### config.mk
export PLATFORM = sky130hd
export DESIGN_NAME = rv32i_mem_align
export DESIGN_NICKNAME = d
export VERILOG_FILES = /design/src/rtl/rv32i_pkg.sv /design/src/rtl/rv32i_mem_align.sv
export SDC_FILE = /design/constraint.sdc
export NUM_CORES = 1
export LEC_CHECK = 0
export CAP_MARGIN = 20
export CORE_MARGIN = 2
export CORE_UTILIZATION = 27
export DETAILED_ROUTE_END_ITERATION = 6
export GPL_TIMING_DRIVEN = 0
export PLACE_DENSITY = 0.81
export SLEW_MARGIN = 20
export SYNTH_ARGS = -nofsm -noshare
export SYNTH_HDL_FRONTEND = slang
export SYNTH_SLANG_ARGS = --single-unit
### constraint.sdc
create_clock -name vclk -period 1.5
set_input_delay 0.3 -clock vclk [all_inputs]
set_output_delay 0.3 -clock vclk [all_outputs]
set_load 0.01 [all_outputs]
### src/rtl/rv32i_pkg.sv
// Shared RV32I opcode/func3 constants and the MEM-stage FSM state type.
// Optional build macro MEM_TIMEOUT_EN enables the dmem timeout abort in rv32i_memtop.
package rv32i_pkg;

    localparam logic [6:0] OP_LOAD  = 7'b0000011;
    localparam logic [6:0] OP_STORE = 7'b0100011;

    localparam logic [2:0] F3_B  = 3'b000;
    localparam logic [2:0] F3_H  = 3'b001;
    localparam logic [2:0] F3_W  = 3'b010;
    localparam logic [2:0] F3_BU = 3'b100;
    localparam logic [2:0] F3_HU = 3'b101;

    typedef enum logic {
        ST_IDLE   = 1'b0,
        ST_ACCESS = 1'b1
    } mem_state_t;

endpackage

### src/rtl/rv32i_mem_align.sv
// Byte-lane steering for stores and lane extraction/extension for loads.
// Purely combinational so a future fetch path can reuse it.
module rv32i_mem_align
    import rv32i_pkg::*;
(
    input  logic [2:0]  func3,
    input  logic [1:0]  offset,
    input  logic [31:0] store_data,
    input  logic [31:0] load_word,
    output logic [3:0]  be,
    output logic [31:0] wdata,
    output logic [31:0] load_data
);

    logic [31:0] shifted;

    always_comb begin
        shifted = load_word >> {offset, 3'b000};

        case (func3[1:0])
            2'b00: begin
                be    = 4'b0001 << offset;
                wdata = {4{store_data[7:0]}};
            end
            2'b01: begin
                be    = 4'b0011 << offset;
                wdata = {2{store_data[15:0]}};
            end
            default: begin
                be    = 4'b1111;
                wdata = store_data;
            end
        endcase

        case (func3)
            F3_B:    load_data = {{24{shifted[7]}}, shifted[7:0]};
            F3_BU:   load_data = {24'h0, shifted[7:0]};
            F3_H:    load_data = {{16{shifted[15]}}, shifted[15:0]};
            F3_HU:   load_data = {16'h0, shifted[15:0]};
            default: load_data = shifted;
        endcase
    end

endmodule

* Yosys cells after proc, flatten, opt, wreduce, memory -nomap -nowiden
Cells that the tools add are included.
Word-level totals: flip-flop bits (word level) 0, word-level logic and storage cells 12
Cells by class: shifts and indexed selects 3, mux-type cells 3, reduce and logical (&&, ||, !) cells 2, equal/unequal tests 4
Operators with widths (count):
- $pmux W32 S4 | 1
- $pmux W32 S2 | 1
- $shr A32 B5 Y32 | 1
- $pmux W4 S2 | 1
- $eq A3 B3 Y1 const B | 2
- $shl A1 B2 Y4 const A | 1
- $shl A2 B2 Y4 const A | 1
- $eq A3 B1 Y1 const B | 1
- $logic_not A3 Y1 | 1
- $eq A2 B1 Y1 const B | 1
- $logic_not A2 Y1 | 1

* Logic depth before layout (Yosys ltp)
depth in word-level cells 2, depth in mapped cells 5, gate-level depth less buffers 3

* Least setup slack after synthesis
OpenSTA, ideal clock, no wires.
kind input port to output port, start input port func3[0], end output port wdata[11], slack -0.075 ns, stages on the path 4, arrival 1.275 ns, cell sequence buf_2 nor2_2 buf_4 mux2_2
On the way: longest elaborated chain between the ends 2, elaborated cells on any way between the ends 3, classes of those cells 1 x eq/ne; 1 x mux; 1 x reduce/logical
RTL lines:
- from (decl) | RTL line rv32i_mem_align.sv:6 | input logic [2:0] func3,
- $eq A2 B1 Y1 or $logic_not A2 Y1 (tied branches) | RTL line rv32i_mem_align.sv:20 | case (func3[1:0])
- $pmux W32 S2 * | RTL line rv32i_mem_align.sv:20
- to (decl) | RTL line rv32i_mem_align.sv:11 | output logic [31:0] wdata,
Mark *: on every way between the ends. The rest lies on a longest branch, timed or not.

* Final worst setup path
start input port offset[1], end output port load_data[12]
On the way: longest elaborated chain between the ends 2
RTL lines:
- from (decl) | RTL line rv32i_mem_align.sv:7 | input logic [1:0] offset,
- $shr A32 B5 Y32 | RTL line rv32i_mem_align.sv:18 | shifted = load_word >> {offset, 3'b000};
- $pmux W32 S4 | RTL line rv32i_mem_align.sv:35 | case (func3)
- to (decl) | RTL line rv32i_mem_align.sv:12 | output logic [31:0] load_data
Every way passes these cells.

==> results.toml <==
[outcome]
status = "finished, violations left"
failed_checks = "negative setup slack"

[worst_setup_path]
path_cells = "buf_8, buf_6, mux2_4, a221oi_4, buf_6, a21oi_2, buf_2"
cp_common_cell = "buf_6"
arrival_ns = 1.51
critPathSlowestCell = "mux2_4"
startpoint_type = "input port"
cp_max_fo = 5
crit_start = "offset[1]"
cpPeakStageDelay_ns = 0.34
critPathKind = "in -> out"
worstSetupEndpointType = "output port"
critPathRequiredTime_ns = 1.20
endpoint = "load_data[12]"

[timing]
rsz0062_at_grt = "yes"
worst_pin_slew_ns = 0.267
hold_viol = 0
fmax_mhz = 553
setup_ws_ns = -0.307
slew_violations = 0
relSlewSlack_pct = 81.9
min_period_over_period_pct = 120
period_needed_ns = 1.81
setup_viol = 37

[synth]
yosysTopAreaCellShare_pct = 22.0
synth_cells = 185
yosysTopAreaCell = "mux2_2"
synth_cell_type_count = 26
syn_nets = 254
syn_avg_cell_area_sq_um = 6.93
syn_area_sq_um = 1280
yosys-top-cells-area = "mux2_2, mux2i_1, a21oi_1"
yosysSeqAreaShare_pct = 0
yosysWarnings = 0

[power]
total_power_uw = 1050
peakVddDrop_mv = 0.169
power_density_nw_per_um2 = 329
p_leak_uw = 0.00156

[final_layout]
nClkBuffers = 0
design.seq.count = 0
num_antenna_cells = 0
area_delta_synth_final_pct = 148
final_util_pct = 68.3
drive_above_1_share_pct = 57.1
ff_latch_area_sq_um = 0
nets = 430

[global_route]
grt_use_met3_pct = 2.90
use_met1_pct = 28.6
track_usage_pct = 24.5
grt_pass1_wl_microns = 10500
grt.busiest_layer = "met2"
grt_pass1_vias = 2163
grt_max_degree = 11
antenna_found_initial = 0
grt_use_met2_pct = 47.8
grt_remaining_overflow = 0

[floorplanning]
start_util_pct = 27.5
core-area_sq_um = 4660
die_w_microns = 72.9
dieArea_sq_um = 5320
die_y_microns = 72.9
ios = 137
floorplan.rows = 25

[routing]
wl_microns = 7120
wl_per_cell_microns = 17.2
vias_per_cell = 5.32
drt_iter0_drc = 120
vias = 2196
dr.pass1.iters = 4
ant_nets = 0
drc = 0

[place]
place.gp.congestion = 0.867
place_hpwl_microns = 4630
portBuffers = 136

[run]
drv_cap = 0

[min_path]
hold_class = "in -> out"
[stage by stage]
stage	setup TNS (ns)	area [sq um]	hold slack [ns]	cells	setup slack, ns
after floorplan	0	1290	0.692	185	0.00497
after global placement	-65.14	2720	1.46	375	-1.29
after detailed placement	-66.09	2720	1.46	375	-1.30
after CTS	-5.51	3100	1.05	410	-0.300
after global routing	-8.69	3190	0.978	413	-0.336
final	-7.45	3190	0.953	413	-0.307
[cells in the final DEF, fill, tap and decap left out, types with 2 or more instances in the layout]
cell	n
nand2_1	23
nor2_1	2
a211oi_2	7
mux2_2	20
inv_1	2
buf_2	50
clkdlybuf4s50_1	40
o21ai_1	6
clkdlybuf4s15_1	3
mux2i_1	14
mux2_4	6
mux2i_2	2
nor2b_4	5
buf_12	6
buf_8	5
nor2b_2	2
nor2_4	3
o21ai_0	2
dlymetal6s2s_1	4
buf_6	37
or2_2	7
clkbuf_2	11
nand3_4	2
nand2_2	4
a21oi_1	15
a21oi_2	8
dlygate4sd2_1	21
nor2b_1	3
nand4_1	16
buf_4	19
[report_power, final]
group	switching (uW)	internal, uW	leakage (uW)
Combinational	467	583	0.00156
Clock	0	0	0
Sequential	0	0	0
[synth_stat cells]
cell type / number
nand4_1: 16
nand4_2: 1
clkbuf_1: 3
mux2i_1: 16
xor2_1: 1
o21ai_0: 9
or2_2: 8
mux2_4: 1
buf_2: 8
nand3_2: 2
o221ai_1: 1
mux2_2: 25
buf_6: 1
nor2_2: 1
nor2_1: 4
nor3b_2: 1
o21bai_1: 2
buf_4: 12
a21oi_1: 23
a211oi_1: 7
nor2b_1: 10
nand2b_1: 1
inv_1: 2
buf_1: 2
nand2_1: 27
a221oi_4: 1
[worst min path at each step]
stage | start | endpoint | slack [ns] | cells past startpoint
after CTS | func3[0] | be[3] | 1.05 | 5
after floorplan | store_data[0] | wdata[0] | 0.69 | 1
final | store_data[6] | wdata[14] | 0.95 | 3
after global placement | func3[0] | be[3] | 1.46 | 4
after detailed placement | func3[0] | be[3] | 1.46 | 4
after global routing | store_data[6] | wdata[14] | 0.98 | 3
[cells by family after synthesis]
logic type / synth area share (%)
and+or+nand+nor: 30.1
xor gates and xnor gates: 0.683
buffers and inverters: 13.1
AOI/OAI and AO/OA: 20.5
muxes: 35.6
[worst max-delay path, delay by kind of cell]
family / cells / cell delay [ns]
AOI/OAI and AO/OA: 2 / 0.32
buffers and inverters: 4 / 0.54
muxes: 1 / 0.34
[area by class of cell]
type | count | area [sq um]
Timing Repair Buffer | 174 | 1510
Fill cell | 370 | 1480
Tap cell | 54 | 67.6
Multi-Input combinational cell | 158 | 1340
Inverter | 2 | 7.51
Buffer | 25 | 262
[metal layers]
layer / share of wire (%) / routed length (microns)
met1: 39 / 2750
met2: 54 / 3860
met3: 6.3 / 452
met4: 0.80 / 57
met5: 0 / 0
[timing repair]
| action | 4_1_cts | 5_1_grt |
|---|---|---|
| hold buffers | 0 | 0 |
| pin swaps | 25 | 16 |
| gates cloned | 6 | 0 |
| gates resized for setup | 382 | 49 |
| buffers inserted | 30 | 5 |
| hold endpoints to repair | 0 | 0 |
| setup endpoints to repair | 68 | 57 |
(Power assumes the default switching activity.)
